`src/rtl/rcpfa_pipe_adder.sv`:
```
// Pipelined W-bit adder with a per-beat approximate low region (forwarded-operand carry
// prediction) and a shadow exact sum that flags and counts approximation errors.
module rcpfa_pipe_adder #(
   parameter int unsigned W           = 16,
   parameter int unsigned STAGES      = 4,
   parameter int unsigned APPROX_BITS = 4,
   parameter int unsigned CNT_W       = 16
) (
   input  logic             clk,
   input  logic             rst,
   input  logic             in_valid,
   output logic             in_ready,
   input  logic [W-1:0]     in_a,
   input  logic [W-1:0]     in_b,
   input  logic             in_cin,
   input  logic             in_approx,
   output logic             out_valid,
   input  logic             out_ready,
   output logic [W-1:0]     out_sum,
   output logic             out_cout,
   output logic             out_err,
   input  logic             cnt_clr,
   output logic [CNT_W-1:0] err_cnt
);

   localparam int unsigned SEG = W / STAGES;

   logic stall;

   // Approximate bits take their carry-in from the operand bit below (a_{i-1}); the rest ripple.
   function automatic logic [SEG:0] seg_add(input logic [SEG-1:0] a, input logic [SEG-1:0] b,
                                            input logic cin, input logic apx);
      logic [SEG-1:0] s;
      logic           c;
      s = '0;
      c = cin;
      for (int i = 0; i < int'(SEG); i++) begin
         s[i] = a[i] ^ b[i] ^ c;
         if (apx && (i < int'(APPROX_BITS))) c = a[i];
         else                                 c = (a[i] & b[i]) | (c & (a[i] ^ b[i]));
      end
      return {c, s};
   endfunction

   for (genvar k = 0; k < STAGES; k++) begin : g_stage
      localparam int unsigned LO  = k * SEG;
      localparam int unsigned REM = W - (k + 1) * SEG;

      logic [W-LO-1:0]   a_in;
      logic [W-LO-1:0]   b_in;
      logic              c_in;
      logic              apx_in;
      logic              v_in;
      logic [W:0]        ex_in;
      logic [SEG:0]      seg;
      logic [LO+SEG-1:0] s_nxt;

      logic              v_q;
      logic              apx_q;
      logic              c_q;
      logic [W:0]        ex_q;
      logic [LO+SEG-1:0] s_q;

      if (k == 0) begin : g_src
         assign v_in   = in_valid & in_ready;
         assign a_in   = in_a;
         assign b_in   = in_b;
         assign c_in   = in_cin;
         assign apx_in = in_approx;
         assign ex_in  = {1'b0, in_a} + {1'b0, in_b} + {{W{1'b0}}, in_cin};
         assign seg    = seg_add(a_in[SEG-1:0], b_in[SEG-1:0], c_in, in_approx);
         assign s_nxt  = seg[SEG-1:0];
      end else begin : g_src
         assign v_in   = g_stage[k-1].v_q;
         assign a_in   = g_stage[k-1].g_ops.a_q;
         assign b_in   = g_stage[k-1].g_ops.b_q;
         assign c_in   = g_stage[k-1].c_q;
         assign apx_in = g_stage[k-1].apx_q;
         assign ex_in  = g_stage[k-1].ex_q;
         assign seg    = seg_add(a_in[SEG-1:0], b_in[SEG-1:0], c_in, 1'b0);
         assign s_nxt  = {seg[SEG-1:0], g_stage[k-1].s_q};
      end

      always_ff @(posedge clk or posedge rst) begin
         if (rst) begin
            v_q   <= 1'b0;
            apx_q <= 1'b0;
            c_q   <= 1'b0;
            ex_q  <= '0;
            s_q   <= '0;
         end else if (!stall) begin
            v_q   <= v_in;
            apx_q <= apx_in;
            c_q   <= seg[SEG];
            ex_q  <= ex_in;
            s_q   <= s_nxt;
         end
      end

      // Only operand bits still to be added move on to the next segment.
      if (k < STAGES - 1) begin : g_ops
         logic [REM-1:0] a_q;
         logic [REM-1:0] b_q;

         always_ff @(posedge clk or posedge rst) begin
            if (rst) begin
               a_q <= '0;
               b_q <= '0;
            end else if (!stall) begin
               a_q <= a_in[W-LO-1:SEG];
               b_q <= b_in[W-LO-1:SEG];
            end
         end
      end
   end

   assign out_valid = g_stage[STAGES-1].v_q;
   assign out_sum   = g_stage[STAGES-1].s_q;
   assign out_cout  = g_stage[STAGES-1].c_q;
   assign out_err   = g_stage[STAGES-1].apx_q &
                      ({g_stage[STAGES-1].c_q, g_stage[STAGES-1].s_q} != g_stage[STAGES-1].ex_q);

   assign stall    = out_valid & ~out_ready;
   assign in_ready = ~stall & ~rst;

   always_ff @(posedge clk or posedge rst) begin
      if (rst) begin
         err_cnt <= '0;
      end else if (cnt_clr) begin
         err_cnt <= '0;
      end else if (out_valid && out_ready && out_err && (err_cnt != '1)) begin
         err_cnt <= err_cnt + CNT_W'(1);
      end
   end

endmodule
```
`config.mk`:
```
export PLATFORM = sky130hd
export DESIGN_NAME = rcpfa_pipe_adder
export DESIGN_NICKNAME = d
export VERILOG_FILES = /design/src/rtl/rcpfa_pipe_adder.sv
export SDC_FILE = /design/constraint.sdc
export NUM_CORES = 1
export LEC_CHECK = 0
export BUFFER_PORTS_ARGS = -buffer_cell sky130_fd_sc_hd__buf_2
export CELL_PAD_IN_SITES_DETAIL_PLACEMENT = 0
export CELL_PAD_IN_SITES_GLOBAL_PLACEMENT = 1
export CORE_ASPECT_RATIO = 2
export CORE_MARGIN = 4
export CORE_UTILIZATION = 45
export CTS_CLUSTER_SIZE = 10
export DETAILED_ROUTE_END_ITERATION = 10
export GPL_ROUTABILITY_DRIVEN = 0
export HOLD_SLACK_MARGIN = 0.08
export PLACE_DENSITY = 0.89
export SYNTH_ARGS = -nofsm -noshare
export SYNTH_HDL_FRONTEND = slang
export SYNTH_SLANG_ARGS = --single-unit
```
`constraint.sdc`:
```
create_clock -name clk -period 6.41 [get_ports clk]
set_clock_uncertainty 0.1 [all_clocks]
set_input_delay 0.9615 -clock clk [delete_from_list [all_inputs] [get_ports clk]]
set_output_delay 0.9615 -clock clk [all_outputs]
set_load 0.01 [all_outputs]
```
==> impl_metrics.csv <==
group,metric,value,unit
synth,synth_top_cell_area_share,0.5403,
placement,port_buffers,74,
synth,yosysSeqAreaShare,0.5403,
sta,fin_crit_sh,0.5238,
cts,cts_buffers,17,
synth,syn_area_per_cell,9.003,um2
sta,setup_viol,0,
sta,fmax,297.8,MHz
synth,synth_top_area_cell,"dfrtp_1",
power_and_ir_drop,p_leak,4.856,nW
setup_path,r2r_slack,3.74,ns
job,cap_viol_max_count,0,
cts,cts-root-buf,"clkbuf_16",
cells_and_area,fin_cells,1209,
placement,post-dp-hpwl,11460,um
setup_path,worst_setup_path_start_kind,"flop",
grt,antenna_found_initial,0,
synth,synth_nets,998,
setup_path,crit_end,"out_err",
sta,hold_viol_final,0,
die,die_y,200.5,um
worst_hold_path,hp-class,"flop to flop",
routing,drt_iter0_drc,430,
cts,cts_setup_buffers,0,
setup_path,critPathRequiredTime,5.35,ns
sta,post-route-min-period,3.357,ns
cells_and_area,n_fill_cell,1738,
setup_path,critPathCaptureType,"primary output",
die,die-area,20900,um2
grt,grt_overflow,0,
outcome,outcome,"finished, final reports clean",
cells_and_area,drive_gt1_frac,0.1239,
die,ioPinCount,75,
die,rows,70,
grt,grt_pass1_vias,5962,
setup_path,crit_start,"out_sum[3]",
cells_and_area,fin_nets,1052,
power_and_ir_drop,cellPowerDensity,423.2,nW/um2
synth,synth_area_leaders,"dfrtp_1 54%, nand2_1 18%, fa_1 4.1%",
sta,tns,0,ns
setup_path,reg2regPathDepth,5,
routing,vias,6036,
cells_and_area,area_growth,13.15,%
grt,grtUsageTotal,0.1691,
sta,whs,0.3559,ns
placement,dp.cells,1177,
cts,h-tree-depth,4,
routing,avgViaCountPerCell,4.993,
placement,pre_cts_slack,2.995,ns
sta,slew_viol_final,0,
die,die_x,104.2,um
sta,slew-limit-headroom,0.3017,
cts,cts.path.max_buffers,2,
routing,drc,0,
setup_path,arrival,2.30,ns
sta,layout_setup_ws,3.053,ns
routing,dr.pass1.iters,6,
cts,clk_latency,0.43,ns
grt,grt_max_degree,150,
grt,grt_pass1_wl,28930,um
synth,syn_inst,926,
power_and_ir_drop,vdd_ir_drop_max,0.1919,mV
setup_path,path_class,"flop to primary output",
die,start_util,0.4576,
setup_path,r2r-start,"out_valid",
worst_hold_path,hold_path_startpoint,"g_stage[2].v_q",
cells_and_area,diodes,0,
cts,ctsResizeCount,0,
routing,ant_nets,0,
die,fp.coreArea,18220,um2
routing,wirelength,17100,um
synth,synth_warnings,0,
synth,ys_types,49,
routing,routedWlPerCell,14.14,um
cts,postCtsHoldBufs,0,
cts,clk_pin_slew,0.07,ns
cts,cts_sinks,180,
sta,rsz0062_at_grt,"false",
sta,worstMarginPinSlew,1.047,ns
synth,synthesis.area,8337,um2
cts,cts_tree,"yes",
setup_path,crit_fanout,7,
synth,ys_seq_elements,180,
setup_path,r2r-end,"g_stage[0].ex_q[14]",
[synth_stat cells, drive strengths merged]
master / count
mux2i: 6
nor2: 34
o22ai: 1
ha: 16
xnor2: 3
o21bai: 1
a21boi: 1
nor3: 6
a31o: 1
nand3: 13
nand4: 7
and4: 1
o21a: 4
a31oi: 2
nand2: 409
nor2b: 6
o41ai: 2
a221o: 1
a21oi: 37
buf: 6
or3: 3
dfrtp: 180
clkbuf: 36
xor2: 25
nor4: 5
o211ai: 1
a211oi: 2
mux2: 3
or4: 5
and2: 2
nand2b: 3
or4b: 1
nor4b: 2
fa: 17
a41oi: 2
inv: 33
and3: 4
o21ai: 28
a21o: 8
nor3b: 2
o31ai: 7
[metrics by stage]
step | utilization | total power, mW | cell area, um2
6_report | 0.5178 | 3.992 | 9433
3_5_place_dp | 0.4872 | 3.056 | 8876
3_3_place_gp | 0.4872 | 3.010 | 8876
2_1_floorplan | - | 2.687 | 8337
4_1_cts | 0.5178 | 4.059 | 9433
5_1_grt | 0.5178 | 4.325 | 9433
[worst max-delay path, cell delays in order (launching register included)]
cell and delay [ns]:
dfrtp_1 0.41, xor2_1 0.22, nor4_1 0.41, nand4_1 0.40, and2_1 0.30, buf_2 0.14
[where the power goes]
part,total (mW),internal (mW),leakage [nW],switching [mW]
combinational,1.14,0.444,2.41,0.692
sequential,1.87,1.59,2.19,0.273
clock,0.990,0.539,0.263,0.451
[cell usage in the layout (no fill, tap or decap), types with 3 or more instances in the layout]
| cell | Yosys | layout |
|---|---|---|
| a21o_1 | 8 | 8 |
| a21oi_1 | 37 | 37 |
| buf_2 | 0 | 74 |
| clkbuf_16 | 0 | 17 |
| clkinv_2 | 0 | 3 |
| clkinvlp_4 | 0 | 4 |
| dfrtp_1 | 180 | 180 |
| fa_1 | 17 | 17 |
| ha_1 | 16 | 16 |
| inv_1 | 33 | 32 |
| inv_6 | 0 | 5 |
| mux2_2 | 3 | 3 |
| mux2i_1 | 6 | 6 |
| nand2_1 | 408 | 408 |
| nand3_1 | 13 | 13 |
| nand4_1 | 6 | 6 |
| nor2_1 | 34 | 34 |
| nor2b_1 | 6 | 5 |
| nor3_1 | 6 | 6 |
| nor4_1 | 5 | 5 |
| o21a_1 | 4 | 4 |
| o21ai_0 | 28 | 28 |
| o31ai_1 | 7 | 7 |
| or4_1 | 5 | 5 |
| xnor2_1 | 3 | 3 |
| xor2_1 | 25 | 25 |
[layer usage]
layer	routed length [um]	track usage
met2	9091	0.2975
met4	380	0.06610
met5	0	0
met3	447	0.02768
met1	7180	0.2066
[how the worst min path moves through the flow]
stage	endpoint	slack, ns	depth (start not counted)
after floorplan	g_stage[2].v_q	0.33	2
after global placement	g_stage[3].ex_q[0]	0.35	2
after detailed placement	g_stage[2].v_q	0.35	2
after CTS	g_stage[2].v_q	0.36	2
after global routing	g_stage[1].g_ops.a_q[6]	0.39	2
final	g_stage[2].v_q	0.36	2
[registers in the layout, indices dropped and copies added (netlist names)]
signal,cells
err_cnt,16
g_stage.apx_q,4
g_stage.c_q,3
g_stage.ex_q,68
g_stage.g_ops.a_q,24
g_stage.g_ops.b_q,24
g_stage.s_q,21
g_stage.v_q,3
out_cout,1
out_sum,15
out_valid,1
[layout make-up]
class	count	area [um2]	share of cell area
Inverter	33	128.9	0.01366
Sequential cell	180	4504	0.4775
Tap cell	216	270.3	0.02865
Clock buffer	18	429.2	0.04550
Multi-Input combinational cell	671	3555	0.3768
Clock inverter	14	127.6	0.01353
Timing Repair Buffer	77	417.9	0.04430
[kinds of logic after synthesis]
kind of cell             after synthesis  synth area share
AO/OA/AOI/OAI                         98           0.07159
AND/OR/NAND/NOR                      503            0.2475
adder cells (fa/ha/maj)               33           0.06484
flip-flops                           180            0.5403
buffers and inverters                 75           0.03512
XOR/XNOR                              28           0.02942
multiplexers                           9           0.01126
Note: power is estimated with default switching activity, not from simulation.
